`src/rtl/prbs_pkg.sv`:
```
// Shared definitions for the PRBS checker: LFSR width, checker FSM states
// and the parity helper used by the flywheel predictor.
package prbs_pkg;

    localparam int LFSR_W = 8;

    typedef enum logic [1:0] {
        SEED   = 2'd0,
        VERIFY = 2'd1,
        LOCKED = 2'd2
    } chk_state_e;

    function automatic logic parity8(input logic [LFSR_W-1:0] v);
        return ^v;
    endfunction

endpackage

```
`src/rtl/prbs_predictor.sv`:
```
// Flywheel predictor: checker shift register, registered polynomial mask and
// the predicted next bit p = parity(sr & tap_q).
module prbs_predictor
    import prbs_pkg::*;
(
    input  logic              clk,
    input  logic              reset,
    input  logic [LFSR_W-1:0] tap,
    input  logic              shift_en,
    input  logic              shift_bit,
    output logic [LFSR_W-1:0] sr,
    output logic [LFSR_W-1:0] tap_reg,
    output logic              pred
);

    logic [LFSR_W-1:0] sr_q;
    logic [LFSR_W-1:0] sr_d;
    logic [LFSR_W-1:0] tap_q;
    logic [LFSR_W-1:0] tap_d;

    always_comb begin
        tap_d = tap;
        sr_d  = sr_q;
        if (shift_en) begin
            sr_d = {sr_q[LFSR_W-2:0], shift_bit};
        end
    end

    always_ff @(posedge clk or posedge reset) begin
        if (reset) begin
            sr_q  <= '0;
            tap_q <= '0;
        end else begin
            sr_q  <= sr_d;
            tap_q <= tap_d;
        end
    end

    assign sr      = sr_q;
    assign tap_reg = tap_q;
    assign pred    = parity8(sr_q & tap_q);

endmodule

```
`src/rtl/prbs_checker_8bit.sv`:
```
// 8-bit PRBS checker: seeds from the received stream, verifies 8 predicted
// bits, then flywheels on its own prediction and counts bit errors.
module prbs_checker_8bit
    import prbs_pkg::*;
#(
    parameter int LOSS_THRESH = 4,
    parameter int CNT_W       = 16
) (
    input  logic              clk,
    input  logic              reset,
    input  logic [LFSR_W-1:0] tap,
    input  logic              din_valid,
    input  logic              din,
    input  logic              clr_cnt,
    output logic              locked,
    output logic              bit_err,
    output logic [CNT_W-1:0]  err_cnt,
    output logic [LFSR_W-1:0] state_out
);

    localparam logic [3:0] LAST_IDX = 4'(LFSR_W - 1);
    localparam logic [3:0] LOSS_LIM = 4'(LOSS_THRESH);

    chk_state_e        state_q;
    chk_state_e        state_d;
    logic [3:0]        fill_q;
    logic [3:0]        fill_d;
    logic [3:0]        match_q;
    logic [3:0]        match_d;
    logic [3:0]        consec_q;
    logic [3:0]        consec_d;
    logic              tap_vld_q;
    logic              tap_vld_d;
    logic              locked_q;
    logic              locked_d;
    logic              bit_err_q;
    logic              bit_err_d;
    logic [CNT_W-1:0]  err_cnt_q;
    logic [CNT_W-1:0]  err_cnt_d;

    logic              shift_en;
    logic              shift_bit;
    logic              pred;
    logic              mism;
    logic              tap_chg;
    logic              err_inc;
    logic [LFSR_W-1:0] sr;
    logic [LFSR_W-1:0] tap_reg;
    logic [LFSR_W-1:0] sr_next;

    prbs_predictor u_pred (
        .clk      (clk),
        .reset    (reset),
        .tap      (tap),
        .shift_en (shift_en),
        .shift_bit(shift_bit),
        .sr       (sr),
        .tap_reg  (tap_reg),
        .pred     (pred)
    );

    // tap_reg is only meaningful after the first post-reset edge has loaded it.
    assign tap_chg = tap_vld_q && (tap != tap_reg);
    assign mism    = din ^ pred;
    assign sr_next = {sr[LFSR_W-2:0], din};

    always_comb begin
        state_d   = state_q;
        fill_d    = fill_q;
        match_d   = match_q;
        consec_d  = consec_q;
        tap_vld_d = 1'b1;
        bit_err_d = 1'b0;
        err_inc   = 1'b0;
        shift_en  = 1'b0;
        shift_bit = din;

        if (tap_chg) begin
            state_d  = SEED;
            fill_d   = '0;
            match_d  = '0;
            consec_d = '0;
        end else if (din_valid) begin
            case (state_q)
                SEED: begin
                    shift_en = 1'b1;
                    if (fill_q == LAST_IDX) begin
                        fill_d = '0;
                        // An all-zero seed is the LFSR lock-up state; keep filling.
                        if (sr_next != '0) begin
                            state_d = VERIFY;
                            match_d = '0;
                        end
                    end else begin
                        fill_d = fill_q + 4'd1;
                    end
                end
                VERIFY: begin
                    shift_en = 1'b1;
                    if (mism) begin
                        state_d = SEED;
                        fill_d  = '0;
                    end else if (match_q == LAST_IDX) begin
                        state_d  = LOCKED;
                        match_d  = '0;
                        consec_d = '0;
                    end else begin
                        match_d = match_q + 4'd1;
                    end
                end
                LOCKED: begin
                    // Flywheel: the register follows its own prediction, not din.
                    shift_en  = 1'b1;
                    shift_bit = pred;
                    if (mism) begin
                        bit_err_d = 1'b1;
                        err_inc   = 1'b1;
                        if (consec_q >= LOSS_LIM - 4'd1) begin
                            state_d  = SEED;
                            fill_d   = '0;
                            consec_d = '0;
                        end else begin
                            consec_d = consec_q + 4'd1;
                        end
                    end else begin
                        consec_d = '0;
                    end
                end
                default: begin
                    state_d = SEED;
                    fill_d  = '0;
                end
            endcase
        end

        err_cnt_d = err_cnt_q;
        if (clr_cnt) begin
            err_cnt_d = '0;
        end else if (err_inc && (err_cnt_q != '1)) begin
            err_cnt_d = err_cnt_q + CNT_W'(1);
        end

        locked_d = (state_d == LOCKED);
    end

    always_ff @(posedge clk or posedge reset) begin
        if (reset) begin
            state_q   <= SEED;
            fill_q    <= '0;
            match_q   <= '0;
            consec_q  <= '0;
            tap_vld_q <= 1'b0;
            locked_q  <= 1'b0;
            bit_err_q <= 1'b0;
            err_cnt_q <= '0;
        end else begin
            state_q   <= state_d;
            fill_q    <= fill_d;
            match_q   <= match_d;
            consec_q  <= consec_d;
            tap_vld_q <= tap_vld_d;
            locked_q  <= locked_d;
            bit_err_q <= bit_err_d;
            err_cnt_q <= err_cnt_d;
        end
    end

    assign locked    = locked_q;
    assign bit_err   = bit_err_q;
    assign err_cnt   = err_cnt_q;
    assign state_out = sr;

endmodule

```
`config.mk`:
```
export PLATFORM = sky130hd
export DESIGN_NAME = prbs_checker_8bit
export DESIGN_NICKNAME = d
export VERILOG_FILES = /design/src/rtl/prbs_pkg.sv /design/src/rtl/prbs_predictor.sv /design/src/rtl/prbs_checker_8bit.sv
export SDC_FILE = /design/constraint.sdc
export NUM_CORES = 1
export LEC_CHECK = 0
export BUFFER_PORTS_ARGS = -buffer_cell sky130_fd_sc_hd__buf_4
export CAP_MARGIN = 20
export CORE_ASPECT_RATIO = 0.5
export CORE_UTILIZATION = 55
export DETAILED_ROUTE_END_ITERATION = 10
export PLACE_DENSITY = 0.84
export SLEW_MARGIN = 20
export SYNTH_ARGS = -nofsm -noshare
export SYNTH_HDL_FRONTEND = slang
export SYNTH_SLANG_ARGS = --single-unit
```
`constraint.sdc`:
```
create_clock -name clk -period 2.69 [get_ports clk]
set_input_delay 0.1345 -clock clk [delete_from_list [all_inputs] [get_ports clk]]
set_output_delay 0.1345 -clock clk [all_outputs]
set_load 0.01 [all_outputs]
```
# --- Word level (Yosys, flattened, before mapping) ---
# Index checks and enable logic that the tools add are counted.
totals:
  ff_bits: 49
  output_inout_bits: 26
  elab_cells: 86
classes:
  add_sub_neg: 4
  magnitude_cmp: 1
  reduce_logical: 13
  n_eq_ne: 14
  n_bitwise: 2
  n_mux: 42
op_table:
  columns: ["operator", "n"]
  rows:
  - ["2-to-1 mux 4 bit", 18]
  - ["2-to-1 mux 16 bit", 2]
  - ["inequality test 3 bit (second input constant)", 7]
  - ["adder 16 x 1 -> 16 bit (second input constant)", 1]
  - ["2-to-1 mux 2 bit", 8]
  - ["inequality test 16 bit (second input constant)", 1]
  - ["one-hot mux 4 bit (2 select lines)", 2]
  - ["adder 4 x 1 -> 4 bit (second input constant)", 3]
  - ["one-hot mux 4 bit (3 select lines)", 1]
  - ["2-to-1 mux 1 bit", 10]
  - ["AND 8 bit", 1]
  - ["== test 4 x 3 -> 1 bit (second input constant)", 2]
  - ["inequality test 8 bit", 1]
  - ["AND reduction 4 bit", 2]
  - ["nonzero test 8 bit", 1]
  - ["parity 8 bit", 1]
  - ["one-hot mux 2 bit (3 select lines)", 1]
  - ["nonzero test 3 bit", 2]
  - ["AND reduction 5 bit", 1]
  - ["== test 2 bit (second input constant)", 2]
  - ["greater-or-equal comparator 4 x 2 -> 1 bit (second input constant)", 1]
  - ["nonzero test 2 bit", 2]
  - ["OR reduction 3 bit", 1]
  - ["== test 2 x 1 -> 1 bit (second input constant)", 1]
  - ["3 further kinds", 4]

# --- Logic depth before layout (Yosys ltp) ---
# Gate-level depths: netlist of the first run.
depth:
  depth_word: 10
  ltp_mapped: 8

# --- By module ---
# From an unflattened synthesis of the first run, not the netlist that was laid out.
unflattened:
  hier_cells: 266
  area_unflattened_um2: 2608.8
modules_own_cells:
  columns: ["mod", "area_per_inst_um2", "instances", "cells_per_inst"]
  rows:
  - ["prbs_checker_8bit", 2018.2, 1, 225]
  - ["prbs_predictor", 590.6, 1, 41]

# --- Worst setup path before layout of the first run ---
# OpenSTA, ideal clock, no wires.
synth_path:
  path_type: "register to register"
  start: "register u_pred.sr_q[2] (netlist: u_pred.sr[2])"
  end: "register err_cnt_q[10] (netlist: err_cnt[10])"
  n_path_buf: 1
  arrival_time_ps: 1969
  slack_ps: 590
  synth_period_minus_slack_ps: 2100
  setup_time_ps: 132
  required_time_ps: 2558
  stages_incl_launch_ff: 9
  path_cell_list: "dfrtp_1 > nand2_1 > xor2_1 > xnor2_2 > xnor3_2 > buf_6 > nor4_2 > xnor2_1 > nor2_1"
synth_between:
  elab_chain_len: 9
synth_lines:
  columns: ["element", "line_no", "source"]
  rows:
  - ["from (decl)", "prbs_predictor.sv:16", "logic [LFSR_W-1:0] sr_q;"]
  - ["from (signal assigned)", "prbs_predictor.sv:34", "sr_q <= sr_d;"]
  - ["AND 8 bit", "prbs_predictor.sv:41", "assign pred = parity8(sr_q & tap_q);"]
  - ["parity 8 bit", "prbs_pkg.sv:14", "return ^v;"]
  - ["bitwise XOR 1 bit", "prbs_checker_8bit.sv:64", "assign mism = din ^ pred;"]
  - ["2-to-1 mux 1 bit", "prbs_checker_8bit.sv:115", "if (mism) begin"]
  - ["2-to-1 mux 1 bit", "prbs_checker_8bit.sv:84", "case (state_q)"]
  - ["2-to-1 mux 1 bit", "prbs_checker_8bit.sv:83", "end else if (din_valid) begin"]
  - ["2-to-1 mux 1 bit", "prbs_checker_8bit.sv:78", "if (tap_chg) begin"]
  - ["logical AND 1 bit", "prbs_checker_8bit.sv:139", "end else if (err_inc && (err_cnt_q != '1)) begin"]
  - ["nonzero test 2 bit (no source line)", null, null]
  - ["to (signal assigned)", "prbs_checker_8bit.sv:164", "err_cnt_q <= err_cnt_d;"]
  - ["to (decl)", "prbs_checker_8bit.sv:38", "logic [CNT_W-1:0] err_cnt_q;"]
# No other way between the ends.
# A chain may end at the register's enable or synchronous reset.

# --- Final worst setup path of the first run ---
layout_path:
  start: "register u_pred.sr_q[2] (netlist: u_pred.sr[2])"
  end: "register match_q[3]"
layout_between:
  elab_chain_len: 5
layout_lines:
  columns: ["element", "line_no", "source"]
  rows:
  - ["AND 8 bit", "prbs_predictor.sv:41", null]
  - ["parity 8 bit", "prbs_pkg.sv:14", null]
  - ["bitwise XOR 1 bit", "prbs_checker_8bit.sv:64", null]
  - ["inequality test 3 bit (no source line)", null, null]
  - ["AND reduction 5 bit (no source line) (*)", null, null]
  - ["to (signal assigned)", "prbs_checker_8bit.sv:159", "match_q <= match_d;"]
  - ["to (decl)", "prbs_checker_8bit.sv:28", "logic [3:0] match_q;"]
# Every way passes the cells marked *; elsewhere a longest branch is shown, timed or not.

==> results of run 1 <==
worst register-to-register path, delay by kind of cell, from the launching register on:
kind / cells / cell delay (ns)
and+or+nand+nor: 2 / 0.64
DFF: 1 / 0.43
AOI/OAI and AO/OA: 2 / 0.35
xor gates and xnor gates: 3 / 1.02
per-layer routing:
metal	wire length (um)	track usage, %	vias to the layer above	part of all wire (%)
met5	0	0	-	0
li1	-	-	979	-
met1	2458	32.06	982	46
met4	30	6.965	0	0.57
met3	252	5.571	5	4.7
met2	2565	41.14	53	48
metrics by stage:
step | total power, W | setup slack [ns]
after floorplan | 0.001383 | 0.5896
after global placement | 0.001517 | 0.3584
after detailed placement | 0.001544 | 0.2464
after CTS | 0.001984 | 0.2089
after global routing | 0.002087 | 0.05670
final | 0.001972 | 0.1879
Yosys cell counts, types with 3 or more instances:
master / count / area [sq um]
o21ai_0: 4 / 20.02
nor2_1: 25 / 93.84
clkbuf_1: 5 / 18.77
nor4_1: 5 / 31.28
or4_1: 3 / 22.52
a21oi_1: 14 / 70.07
nand2_1: 25 / 93.84
and3_1: 3 / 18.77
inv_1: 8 / 30.03
mux2_2: 3 / 33.78
nand2b_1: 6 / 37.54
nand3_1: 10 / 50.05
dfrtp_1: 49 / 1226
nor3_1: 6 / 30.03
a31oi_1: 3 / 18.77
ha_1: 4 / 50.05
mux2_1: 4 / 45.04
nand4_1: 3 / 18.77
xor2_1: 10 / 87.58
nor4_2: 7 / 87.58
xnor2_1: 17 / 148.9
area by class of cell:
cell class / count / area (sq um)
clock buffer: 6 / 72.57
clock inverter: 2 / 15.01
fill: 343 / 1353
inverter: 8 / 31.28
multi-input combinational: 185 / 1281
sequential: 49 / 1226
tap: 57 / 71.32
timing repair buffer: 50 / 395.4
kinds of logic (layout without fill, tap and decap cells):
kind of cell	after synthesis	in the layout	share of synthesized area, %
flops	49	49	47.50
fa+ha+maj	4	4	1.939
buf+inv	17	66	2.860
simple gates	107	107	23.95
xor+xnor	30	30	11.34
other cells	1	1	0.1453
compound gates	36	36	9.210
mux	7	7	3.054
worst max-delay path by stage:
stage                 startpoint          end  depth (start not counted)
global route        u_pred.sr[2]   match_q[3]                          7
CTS                 u_pred.sr[2]   match_q[3]                          7
finish              u_pred.sr[2]   match_q[3]                          7
detailed placement  u_pred.sr[2]   match_q[3]                          7
floorplan           u_pred.sr[2]  err_cnt[10]                          8
global placement    u_pred.sr[0]   match_q[2]                          7
repair_timing:
item | 4_1_cts | 5_1_grt
hold buffers | 8 | 0
hold endpoints to repair | 8 | 0
setup endpoints to repair | 0 | 0
power by group through the flow:
stage,Clock [W],Sequential [W],Combinational [W]
global placement,0,0.000862,0.000655
CTS,0.000442,0.000851,0.000690
finish,0.000432,0.000852,0.000689
detailed placement,0,0.000866,0.000678
global route,0.000474,0.000862,0.000750
floorplan,0,0.000874,0.000509
==> metrics.md, run 1 <==
| Metric | Value |
|---|---|
| Status | `finished, violations left` |
| Failing checks | `design-rule violations, negative hold slack` |
| Grt ovf | `0` |
| Die Width | `98.88 um` |
| Antenna Violating Nets Remaining | `0` |
| Synthesized area | `around 2600 sq um` |
| Via density | `5.655` |
| Post-CTS Setup Bufs | `0` |
| Wire per inst | `between 10 and 15 um` |
| Final instance area | `3093 sq um` |
| Antenna diodes | `0` |
| Peak supply drop | `0.0004184 V` |
| Sum of negative setup slack | `0 ns` |
| Sequential Power Share | `43.2%` |
| Crit path largest cell delay | `0.61 ns` |
| DR pass1 iterations | `7` |
| DIE HEIGHT | `50.44 um` |
| Post-Layout Cell Count | `357` |
| Leak | `1.334 nW` |
| Ratio of cells with drive above 1 in the final layout | `23.67%` |
| Starting Density | `58.06%` |
| Period Utilization, post-route | `93.02%` |
| CTS H-tree lvls | `2` |
| Worst EP arrival | `2.74 ns` |
| R2r worst-path depth | `7` |
| Max reg flops | `16` |
| Register area share after synthesis | `47.50%` |
| Detail Placement HPWL | `between 3000 and 4000 um` |
| Rows | `17` |
| Leading cell type in the layout, fill and taps excluded | `dfrtp_1` |
| Final Slew Violations | `0` |
| Root Buffer | `clkbuf_8` |
| I/O Pins | `39` |
| Element type at the critical path start | `register` |
| Final wirelength | `5307 um` |
| Sw frac | `37.12%` |
| GRT Util Overall | `24.42%` |
| Ys async rst share | `100.0%` |
| IO Port Bufs | `38` |
| Clock latency on the worst-skew pair | `0.30 ns` |
| Reg2Reg Launch Point | `u_pred.sr[2]` |
| Synth Instances | `251` |
| Clk slew on worst S/H paths | `about 0.09 ns` |
| Post-cts gate resize count | `0` |
| TritonCTS clock tree | `built` |
| Initial antenna violation count | `0` |
| Syn-to-layout area delta | `19.83%` |
| Worst flop-to-flop path endpoint | `match_q[3]` |
| EDFF count, synth | `0` |
| Critical Path End Type | `register` |
| WP buf/inv | `0` |
| Setup violators final | `0` |
| Rel. slew slack | `44.93%` |
| Syn_area_per_cell | `10.28 sq um` |
| Placed insts | `341` |
| Via count | `2019` |
| Ys Warns | `0` |
| FF+latch count, synth | `49` |
| DIE AREA | `4988 sq um` |
| Fin Hold WS | `-0.03530 ns` |
| Post-synth top flop | `dfrtp_1` |
| CTS max path bufs | `2` |
| DRC | `2` |
| Synth cell types | `48` |
| R2r setup slk | `0.19 ns` |
| Worst hold path class | `in -> async` |
| Int Power | `0.001240 W` |
| First-pass GRT wire length | `approximately 9400 um` |
| Power Dens Cells | `637.7 nW/um^2` |
| Largest net degree at the start of global routing | `50` |
| DP Area | `2924 sq um` |
| Number of global-route vias before repair | `2013` |
| Final min period | `~2.5 ns` |
| Fin nets | `between 300 and 400` |
| WP data required | `2.92 ns` |
| Clock power frac | `21.9%` |
| Gpl congestion | `0.8173` |
| Setup CP Type | `reg -> reg` |
| Core Area | `4446 sq um` |
| Clock Sinks | `49` |
| Clock Skew | `0.008342 ns` |
| Iter 0 DRT Violations | `~110` |
| Net Sw Power | `0.0007322 W` |
| Fin. Hold Viols | `49` |
| Commonest cells after routing, fill and taps aside | `49 x dfrtp_1, 42 x buf_4, 25 x nand2_1, 25 x nor2_1, 17 x xnor2_1` |
| Syn_nets | `268` |
| Slowest stage cell, crit path | `xnor3_2` |
| CTS buffer count | `5` |
| RSZ-0062 raised after global routing | `false` |
| CP delay by family, top | `XOR/XNOR gates` |
| Cell Chain, Critical Path | `nand2_1, xor2_1, xnor2_2, xnor3_2, a21oi_2, or4_1, a21oi_1` |
| Comb pwr share | `a little over a third` |
| Max-cap viol count | `0` |
| Actual slew at the worst max-slew pin | `between 0.8 and 0.9 ns` |
| Core Util, Final | `between 60 and 70%` |
| Fmax | `approximately 400 MHz` |
| CP max FO | `21` |
Note: power is estimated with default switching activity, not from simulation.
==> inputs of run 2 (changes only) <==
--- a/config.mk
+++ b/config.mk
@@ -8,9 +8,9 @@
 export BUFFER_PORTS_ARGS = -buffer_cell sky130_fd_sc_hd__buf_4
 export CAP_MARGIN = 20
 export CORE_ASPECT_RATIO = 0.5
-export CORE_UTILIZATION = 55
+export CORE_UTILIZATION = 56
 export DETAILED_ROUTE_END_ITERATION = 10
-export PLACE_DENSITY = 0.84
+export PLACE_DENSITY = 0.79
 export SLEW_MARGIN = 20
 export SYNTH_ARGS = -nofsm -noshare
 export SYNTH_HDL_FRONTEND = slang
==> run 2 against run 1 <==
Compared with the run above:
- the flow still finishes with violations (design-rule violations, negative hold slack)
- core utilization up 1.3 points
- maximum frequency grew 2.8%
- clock skew rose by 0.0034 ns
- highest routed layer unchanged
- wire length rose by 1.7%
- sequential share of layout area down 0.37 points
- clock power grew 25%
- final cell count unchanged
- cell area is 0.93% higher
- via count fell by 0.15%
- non-clock buffer count unchanged
- sequential power is 0.5% higher
==> metrics.md, run 2 (same netlist as run 1, synthesis figures left out) <==
| Metric | Value |
|---|---|
| Status | `finished, violations left` |
| Failing checks | `design-rule violations, negative hold slack` |
| Peak supply drop | `0.0004444 V (+6.2%)` |
| R2r setup slk | `0.28 ns (+0.09 ns)` |
| Worst flop-to-flop path endpoint | `match_q[3]` |
| Antenna diodes | `0 (unchanged)` |
| Wire per inst | `15.12 um (+1.7%)` |
| Antenna Violating Nets Remaining | `0 (unchanged)` |
| WP depth | `9 (+2)` |
| CTS max path bufs | `2 (unchanged)` |
| Max reg flops | `16 (unchanged)` |
| Detail Placement HPWL | `3775 um (+0.43%)` |
| Ratio of cells with drive above 1 in the final layout | `23.67% (unchanged)` |
| DRC | `5 (+3)` |
| Iter 0 DRT Violations | `64 (-39%)` |
| Die Width | `98.02 um (-0.87%)` |
| Rel. slew slack | `45.11% (+0.18 points)` |
| WP data required | `2.88 ns (-0.04 ns)` |
| Worst EP arrival | `2.63 ns (-0.11 ns)` |
| CP max FO | `10 (-52%)` |
| Via density | `5.647 (-0.15%)` |
| Fin Hold WS | `-0.02846 ns (+0.006842 ns)` |
| Grt ovf | `0 (unchanged)` |
| DR pass1 iterations | `7 (unchanged)` |
| Reg2Reg Launch Point | `u_pred.sr[3]` |
| Final wirelength | `5397 um (+1.7%)` |
| Via count | `2016 (-0.15%)` |
| Clock Skew | `0.01173 ns (+0.003390 ns)` |
| CTS buffer count | `5 (unchanged)` |
| CTS H-tree lvls | `2 (unchanged)` |
| Placed insts | `341 (unchanged)` |
| Post-CTS Setup Bufs | `0 (unchanged)` |
| Element type at the critical path start | `input pin` |
| CP Capture Point | `u_pred.sr[4]` |
| First-pass GRT wire length | `9018 um (-4.5%)` |
| Fin. Hold Viols | `49 (unchanged)` |
| Commonest cells after routing, fill and taps aside | `49 x dfrtp_1, 42 x buf_4, 25 x nand2_1, 25 x nor2_1, 17 x xnor2_1` |
| Syn-to-layout area delta | `20.94%` |
| GRT Util Overall | `24.09% (-0.32 points)` |
| Power Dens Cells | `667.5 nW/um^2 (+4.7%)` |
| Root Buffer | `clkbuf_8` |
| Rows | `17 (unchanged)` |
| IO Port Bufs | `38 (unchanged)` |
| Crit path launch | `tap[7]` |
| Setup CP Type | `in -> reg` |
| Setup violators final | `0 (unchanged)` |
| DIE HEIGHT | `50.01 um (-0.86%)` |
| Actual slew at the worst max-slew pin | `0.8223 ns (-0.002694 ns)` |
| Crit path largest cell delay | `0.55 ns (-0.06 ns)` |
| Pwr Total | `0.002084 W (+5.7%)` |
| DIE AREA | `4901 sq um (-1.7%)` |
| Initial antenna violation count | `0 (unchanged)` |
| Sum of negative setup slack | `0 ns (unchanged)` |
| Starting Density | `58.62% (+0.56 points)` |
| WP buf/inv | `3 (+3)` |
| CP delay by family, top | `buffers and inverters` |
| RSZ-0062 raised after global routing | `false` |
| Gpl congestion | `0.7818 (-4.3%)` |
| TritonCTS clock tree | `built` |
| Period Utilization, post-route | `90.47% (-2.5 points)` |
| Cell Chain, Critical Path | `dlygate4sd3_1, buf_4, xor2_1, nor4_1, a21boi_1, buf_4, nand2b_1, nand2b_1, mux2_2` |
| Number of global-route vias before repair | `1977 (-1.8%)` |
| Fmax | `410.9 MHz (+2.8%)` |
| Post-Layout Cell Count | `357 (unchanged)` |
| Leak | `1.355 nW (+1.5%)` |
| Leading cell type in the layout, fill and taps excluded | `dfrtp_1` |
| Largest net degree at the start of global routing | `50 (unchanged)` |
| Clock Sinks | `49 (unchanged)` |
| Critical Path End Type | `register` |
| I/O Pins | `39 (unchanged)` |
| Final Slew Violations | `0 (unchanged)` |
| Core Area | `4403 sq um (-0.96%)` |
| Final min period | `2.434 ns (-0.06850 ns)` |
| Slowest stage cell, crit path | `dlygate4sd3_1` |
| Clk slew on worst S/H paths | `0.09 ns (about the same)` |
| Worst hold path class | `in -> async` |
| Clock latency on the worst-skew pair | `0.30 ns (about the same)` |
| Max-cap viol count | `0 (unchanged)` |
| R2r worst-path depth | `7 (unchanged)` |
| Fin nets | `316 (unchanged)` |
[run 2: through the flow]
step	utilization [%]	hold WS, ns	setup slack [ns]	area (sq um)
global route	70.90	0.04528	0.1199	3122
finish	70.90	-0.02846	0.2564	3122
global placement	66.41	0.2583	0.3811	2924
CTS	70.87	0.09589	0.2846	3120
detailed placement	66.41	0.2604	0.3075	2924
floorplan	-	0.1659	0.5896	2581
[run 2: report_power, final]
group	total [W]	internal (W)	switching, W	leakage [nW]
combinational	0.000689	0.000266	0.000423	0.647
clock	0.000539	0.000303	0.000236	0.0585
sequential	0.000856	0.000790	0.0000656	0.649
[run 2: how the worst min path moves through the flow]
stage                             end  slack (ns)  cells past startpoint
detailed placement  u_pred.tap_reg[7]        0.26                      1
CTS                         fill_q[2]         0.1                      2
finish                     err_cnt[9]       -0.03                      2
global route              err_cnt[14]        0.05                      2
global placement    u_pred.tap_reg[5]        0.26                      1
floorplan           u_pred.tap_reg[0]        0.17                      0
[run 2: worst register-to-register path: cells and delay by family, from the launching register on]
family           cells  cell delay [ns]
AO/OA/AOI/OAI        2             0.35
AND/OR/NAND/NOR      2             0.62
flip-flops           1             0.43
XOR/XNOR             3             0.93
[run 2: area by class of cell]
type	instances	area, sq um
Sequential cell	49	1226
Timing Repair Buffer	50	395.4
Fill cell	337	1281
Tap cell	57	71.32
Clock buffer	7	86.33
Multi-Input combinational cell	185	1281
Clock inverter	1	30.03
Inverter	8	31.28
[run 2: layer usage]
layer  up-vias  routed length, um  global-route usage [%]
met4         0                 62                   8.081
met1      1003               2411                   28.88
met5         -                  0                       0
met3         6                224                   5.816
met2        37               2699                   43.08
li1        970                  -                       -
[run 2: what timing repair did]
item                                   in CTS  in global routing
endpoints found under the hold margin       8                  0
resized for setup                           0                  0
hold buffers                                8                  0
